===== config.mk =====
export PLATFORM = sky130hd
export DESIGN_NAME = jk_bank_arbiter
export DESIGN_NICKNAME = d
export VERILOG_FILES = /design/src/rtl/jk_bank_arbiter.sv
export SDC_FILE = /design/constraint.sdc
export NUM_CORES = 1
export LEC_CHECK = 0
export CAP_MARGIN = 20
export CORE_MARGIN = 2
export CORE_UTILIZATION = 35
export CTS_BUF_LIST = sky130_fd_sc_hd__clkbuf_16
export DETAILED_ROUTE_END_ITERATION = 10
export SETUP_SLACK_MARGIN = 0.05
export SLEW_MARGIN = 20
export SYNTH_ARGS = -nofsm -noshare
export SYNTH_HDL_FRONTEND = slang
export SYNTH_SLANG_ARGS = --single-unit

===== constraint.sdc =====
create_clock -name clk -period 3.4 [get_ports clk]
set_input_delay 0.34 -clock clk [delete_from_list [all_inputs] [get_ports clk]]
set_output_delay 0.34 -clock clk [all_outputs]
set_load 0.03 [all_outputs]

===== src/rtl/jk_bank_arbiter.sv =====
// jk_bank_arbiter: a WIDTH-bit JK flip-flop bank shared by two requesters.
// The arbiter accepts one command at a time, round-robin between A and B, and applies
// its per-bit J/K pattern for rep+1 consecutive clock edges.
module jk_bank_arbiter #(
  parameter int WIDTH = 4,
  parameter int REP_W = 4
) (
  input  logic             clk,
  input  logic             reset,
  input  logic             clr,
  input  logic             a_valid,
  output logic             a_ready,
  input  logic [WIDTH-1:0] a_j,
  input  logic [WIDTH-1:0] a_k,
  input  logic [REP_W-1:0] a_rep,
  input  logic             b_valid,
  output logic             b_ready,
  input  logic [WIDTH-1:0] b_j,
  input  logic [WIDTH-1:0] b_k,
  input  logic [REP_W-1:0] b_rep,
  output logic [WIDTH-1:0] q,
  output logic             busy,
  output logic             owner,
  output logic             done
);

  typedef enum logic [0:0] {
    ST_IDLE = 1'b0,
    ST_BUSY = 1'b1
  } state_e;

  localparam logic [REP_W-1:0] REP_ONE  = {{(REP_W-1){1'b0}}, 1'b1};
  localparam logic [REP_W-1:0] REP_ZERO = {REP_W{1'b0}};
  localparam logic [WIDTH-1:0] BANK_ZERO = {WIDTH{1'b0}};

  // JK characteristic equation applied bitwise: Q+ = J & ~Q | ~K & Q.
  function automatic logic [WIDTH-1:0] jk_next(input logic [WIDTH-1:0] cur,
                                                input logic [WIDTH-1:0] j,
                                                input logic [WIDTH-1:0] k);
    jk_next = (j & ~cur) | (~k & cur);
  endfunction

  state_e           state_q, state_d;
  logic [WIDTH-1:0] bank_q, bank_d;
  logic [WIDTH-1:0] j_q, j_d;
  logic [WIDTH-1:0] k_q, k_d;
  logic [REP_W-1:0] rep_left_q, rep_left_d;
  logic             owner_q, owner_d;
  logic             rr_q, rr_d;      // 0: prefer A, 1: prefer B
  logic             done_q, done_d;
  logic             grant_a_s, grant_b_s;
  logic             can_grant_s;

  // Grant decode: only in IDLE, never during clr or reset; rr pointer breaks ties.
  always_comb begin
    can_grant_s = (state_q == ST_IDLE) && !clr && !reset;
    grant_a_s   = can_grant_s && a_valid && (!b_valid || !rr_q);
    grant_b_s   = can_grant_s && b_valid && (!a_valid || rr_q);
  end

  // Next-state logic: clr first, then accept in IDLE or apply in BUSY.
  always_comb begin
    state_d    = state_q;
    bank_d     = bank_q;
    j_d        = j_q;
    k_d        = k_q;
    rep_left_d = rep_left_q;
    owner_d    = owner_q;
    rr_d       = rr_q;
    done_d     = 1'b0;
    if (clr) begin
      // Abort whatever is running; owner and rr pointer keep their history.
      bank_d     = BANK_ZERO;
      state_d    = ST_IDLE;
      rep_left_d = REP_ZERO;
    end else begin
      case (state_q)
        ST_IDLE: begin
          if (grant_a_s) begin
            j_d        = a_j;
            k_d        = a_k;
            rep_left_d = a_rep;
            owner_d    = 1'b0;
            rr_d       = 1'b1;
            state_d    = ST_BUSY;
          end else if (grant_b_s) begin
            j_d        = b_j;
            k_d        = b_k;
            rep_left_d = b_rep;
            owner_d    = 1'b1;
            rr_d       = 1'b0;
            state_d    = ST_BUSY;
          end else begin
            state_d = ST_IDLE;
          end
        end
        ST_BUSY: begin
          bank_d = jk_next(bank_q, j_q, k_q);
          // Count down to zero then stop; zero is the last apply, so no underflow.
          if (rep_left_q == REP_ZERO) begin
            state_d = ST_IDLE;
            done_d  = 1'b1;
          end else begin
            rep_left_d = rep_left_q - REP_ONE;
          end
        end
        default: begin
          state_d    = ST_IDLE;
          rep_left_d = REP_ZERO;
        end
      endcase
    end
  end

  // State registers; async reset abandons any command and zeroes the bank.
  always_ff @(posedge clk or posedge reset) begin
    if (reset) begin
      state_q    <= ST_IDLE;
      bank_q     <= BANK_ZERO;
      j_q        <= BANK_ZERO;
      k_q        <= BANK_ZERO;
      rep_left_q <= REP_ZERO;
      owner_q    <= 1'b0;
      rr_q       <= 1'b0;
      done_q     <= 1'b0;
    end else begin
      state_q    <= state_d;
      bank_q     <= bank_d;
      j_q        <= j_d;
      k_q        <= k_d;
      rep_left_q <= rep_left_d;
      owner_q    <= owner_d;
      rr_q       <= rr_d;
      done_q     <= done_d;
    end
  end

  assign a_ready = grant_a_s;
  assign b_ready = grant_b_s;
  assign q       = bank_q;
  assign busy    = (state_q == ST_BUSY);
  assign owner   = owner_q;
  assign done    = done_q;

endmodule

==> flow_metrics.tcl <==
set metrics [dict create \
    cts_hold_buf 0 \
    ios 38 \
    ant_nets 0 \
    htree_levels 1 \
    worst_r2r_endpoint "rep_left_q[3]" \
    syn2layout_area_growth_pct 47.4 \
    grt_first_pass_wirelength_um 4530 \
    grt_use_total_pct 17.3 \
    synthFlopType "dfrtp_1" \
    cts_tree "built" \
    yosys_warnings 0 \
    wl_per_cell_um 13.8 \
    worstReg2RegStart "busy" \
    drc_errors 0 \
    p_total_uw 825 \
    synth_edf_count 0 \
    hp-class "flip-flop to flip-flop" \
    synth_top_cell_area_share_pct 46.3 \
    synthesis.area_mm2 0.00108 \
    crit_path_end_kind "primary output" \
    dp_slack_ps 610 \
    cap_violations 0 \
    synth_commonest_cells "nand2_1, dfrtp_1, nor2_1" \
    placed_cell_area_mm2 0.00149 \
    cts_root_buf "clkbuf_16" \
    maxSlewViolCount 0 \
    yosysMostFrequentCell "nand2_1" \
    post-cts-setup-buffers 0 \
    cts_resized 0 \
    rsz0062_at_grt "false" \
    cts_buffer_depth 2 \
    period_needed_ps 2800 \
    holdPathEnd "k_q[1]" \
    synth_area_leader_cell "dfrtp_1" \
    rows 20 \
    ir_drop_uv 287 \
    antenna_found_initial 0 \
    crit_arrival_ps 2460 \
    grt_pass1_vias 1023 \
    hp-start "k_q[1]" \
    ff2ff_path_depth 5 \
    final_area_mm2 0.00159 \
    numClockSinks 20 \
    antennaDiodeCount 0 \
    core-area_mm2 0.00300 \
    r2r_slack_ps 1580 \
    drive_gt1_share_pct 7.59 \
    grt_max_degree 21 \
    dpl.cell_count 187 \
    path_class "primary input to primary output" \
    numCtsBuffers 3 \
    synthCells 118 \
    wl_um 2630 \
    fin_crit_sh_pct 82.3 \
    synth_fp_nets 149 \
    die-width_um 59.5 \
    layout_setup_ws_ps 603 \
    ys_types 34 \
    syn_avg_cell_area_um2 9.15 \
    crit_path_max_fanout 12 \
    drt_iter0_markers 26 \
    power_density_mw_per_mm2 518 \
    ys_ff_latch 20 \
    layoutNonFillerInstCount 191 \
    fin_nets 190 \
    num_vias 1019 \
    dr.pass1.iters 4 \
    start_kind "primary input" \
    p_leak_nw 0.695 \
    die_h_um 59.5 \
    cp_data_required_time_ps 3060 \
    dp_hpwl_um 2020 \
    start_util_pct 36.0 \
    hold_depth 2 \
    finClkSkew_ps 2.80 \
    final.setup.tns_ps 0 \
    tightestPinTransition_ps 767 \
    port_buffers 37 \
    synth_area_leaders "dfrtp_1, nand2_1, a22oi_1" \
    die-area_mm2 0.00355 \
    clock.fmax_mhz 358 \
    synthArstFlopShare_pct 100 \
    slew_headroom_pct 48.8 \
    hold_viol 0 \
    clk-insertion-delay-late_ps 260 \
    yosysSeqAreaShare_pct 46.3 \
    setup_viol 0 \
    grt_overflow_total 0 \
    clkTransAtPathRegs_ps 60 \
    place.gp.congestion 0.817 \
    status "completed" \
    vias_per_cell 5.34 \
]
==> cell usage in the layout (no fill, tap or decap), types with 3 or more instances in the layout <==
master | synthesis | final
a21oi_1 | 5 | 5
a22oi_1 | 8 | 8
nand3_1 | 6 | 6
inv_1 | 5 | 5
clkdlybuf4s50_1 | 0 | 37
dfrtp_1 | 20 | 20
clkbuf_16 | 0 | 3
nor2_1 | 10 | 10
o21ai_1 | 4 | 4
nand2_1 | 30 | 30
==> through the flow <==
step | hold slack (ps) | util [%]
2_1_floorplan | 304 | -
3_3_place_gp | 460 | 49.5
3_5_place_dp | 462 | 49.5
4_1_cts | 471 | 53.0
5_1_grt | 490 | 53.0
6_report | 477 | 53.0
==> routing by layer <==
layer / routed length (um) / GRT usage (%) / share of wire [%]
met5: 0 / 0 / 0
met4: 31 / 5.71 / 1.2
met3: 121 / 5.24 / 4.6
met2: 1330 / 28.7 / 51
met1: 1140 / 21.4 / 43
==> sequential cells by signal, summed over array words and instances (netlist names) <==
| signal | cells |
|---|---|
| owner | 1 |
| done | 1 |
| rep_left_q | 4 |
| j_q | 4 |
| k_q | 4 |
| rr_q | 1 |
| q | 4 |
| busy | 1 |
==> critical path, cell delays in order <==
cell	delay (ps)
clkdlybuf4s50_1	650
or4b_4	640
a21oi_4	140
clkdlybuf4s50_1	680
==> how the worst max path moves through the flow <==
stage / cells past startpoint / to / startpoint
floorplan: 3 / b_ready / busy
global placement: 4 / b_ready / clr
detailed placement: 4 / b_ready / clr
CTS: 4 / b_ready / clr
global route: 5 / a_ready / clr
finish: 4 / b_ready / clr
==> cell families (layout without fill, tap and decap cells) <==
| kind of cell | after synthesis | in the layout | synth area share (%) |
|---|---|---|---|
| AO/OA/AOI/OAI | 28 | 28 | 18.9 |
| XOR/XNOR | 1 | 1 | 0.811 |
| adder cells (fa/ha/maj) | 2 | 2 | 2.32 |
| buffers and inverters | 9 | 49 | 3.94 |
| flip-flops | 20 | 20 | 46.3 |
| multiplexers | 1 | 1 | 1.04 |
| AND/OR/NAND/NOR | 57 | 57 | 26.7 |
==> power breakdown <==
group          switching [mW]  leakage [nW]  total [mW]  internal (mW)
combinational          0.0976         0.385       0.190         0.0929
sequential             0.0302         0.259       0.310          0.280
clock                  0.0908        0.0511       0.324          0.234
total                   0.219         0.695       0.825          0.606
==> layout make-up <==
cell class | count | area, um^2
Fill cell | 274 | 1410
Multi-Input combinational cell | 89 | 537
Sequential cell | 20 | 500
Timing Repair Buffer | 39 | 385
Clock buffer | 3 | 75.1
Tap cell | 33 | 41.3
Clock inverter | 1 | 30.0
Inverter | 6 | 22.5
Power figures use the tool's default switching activity.
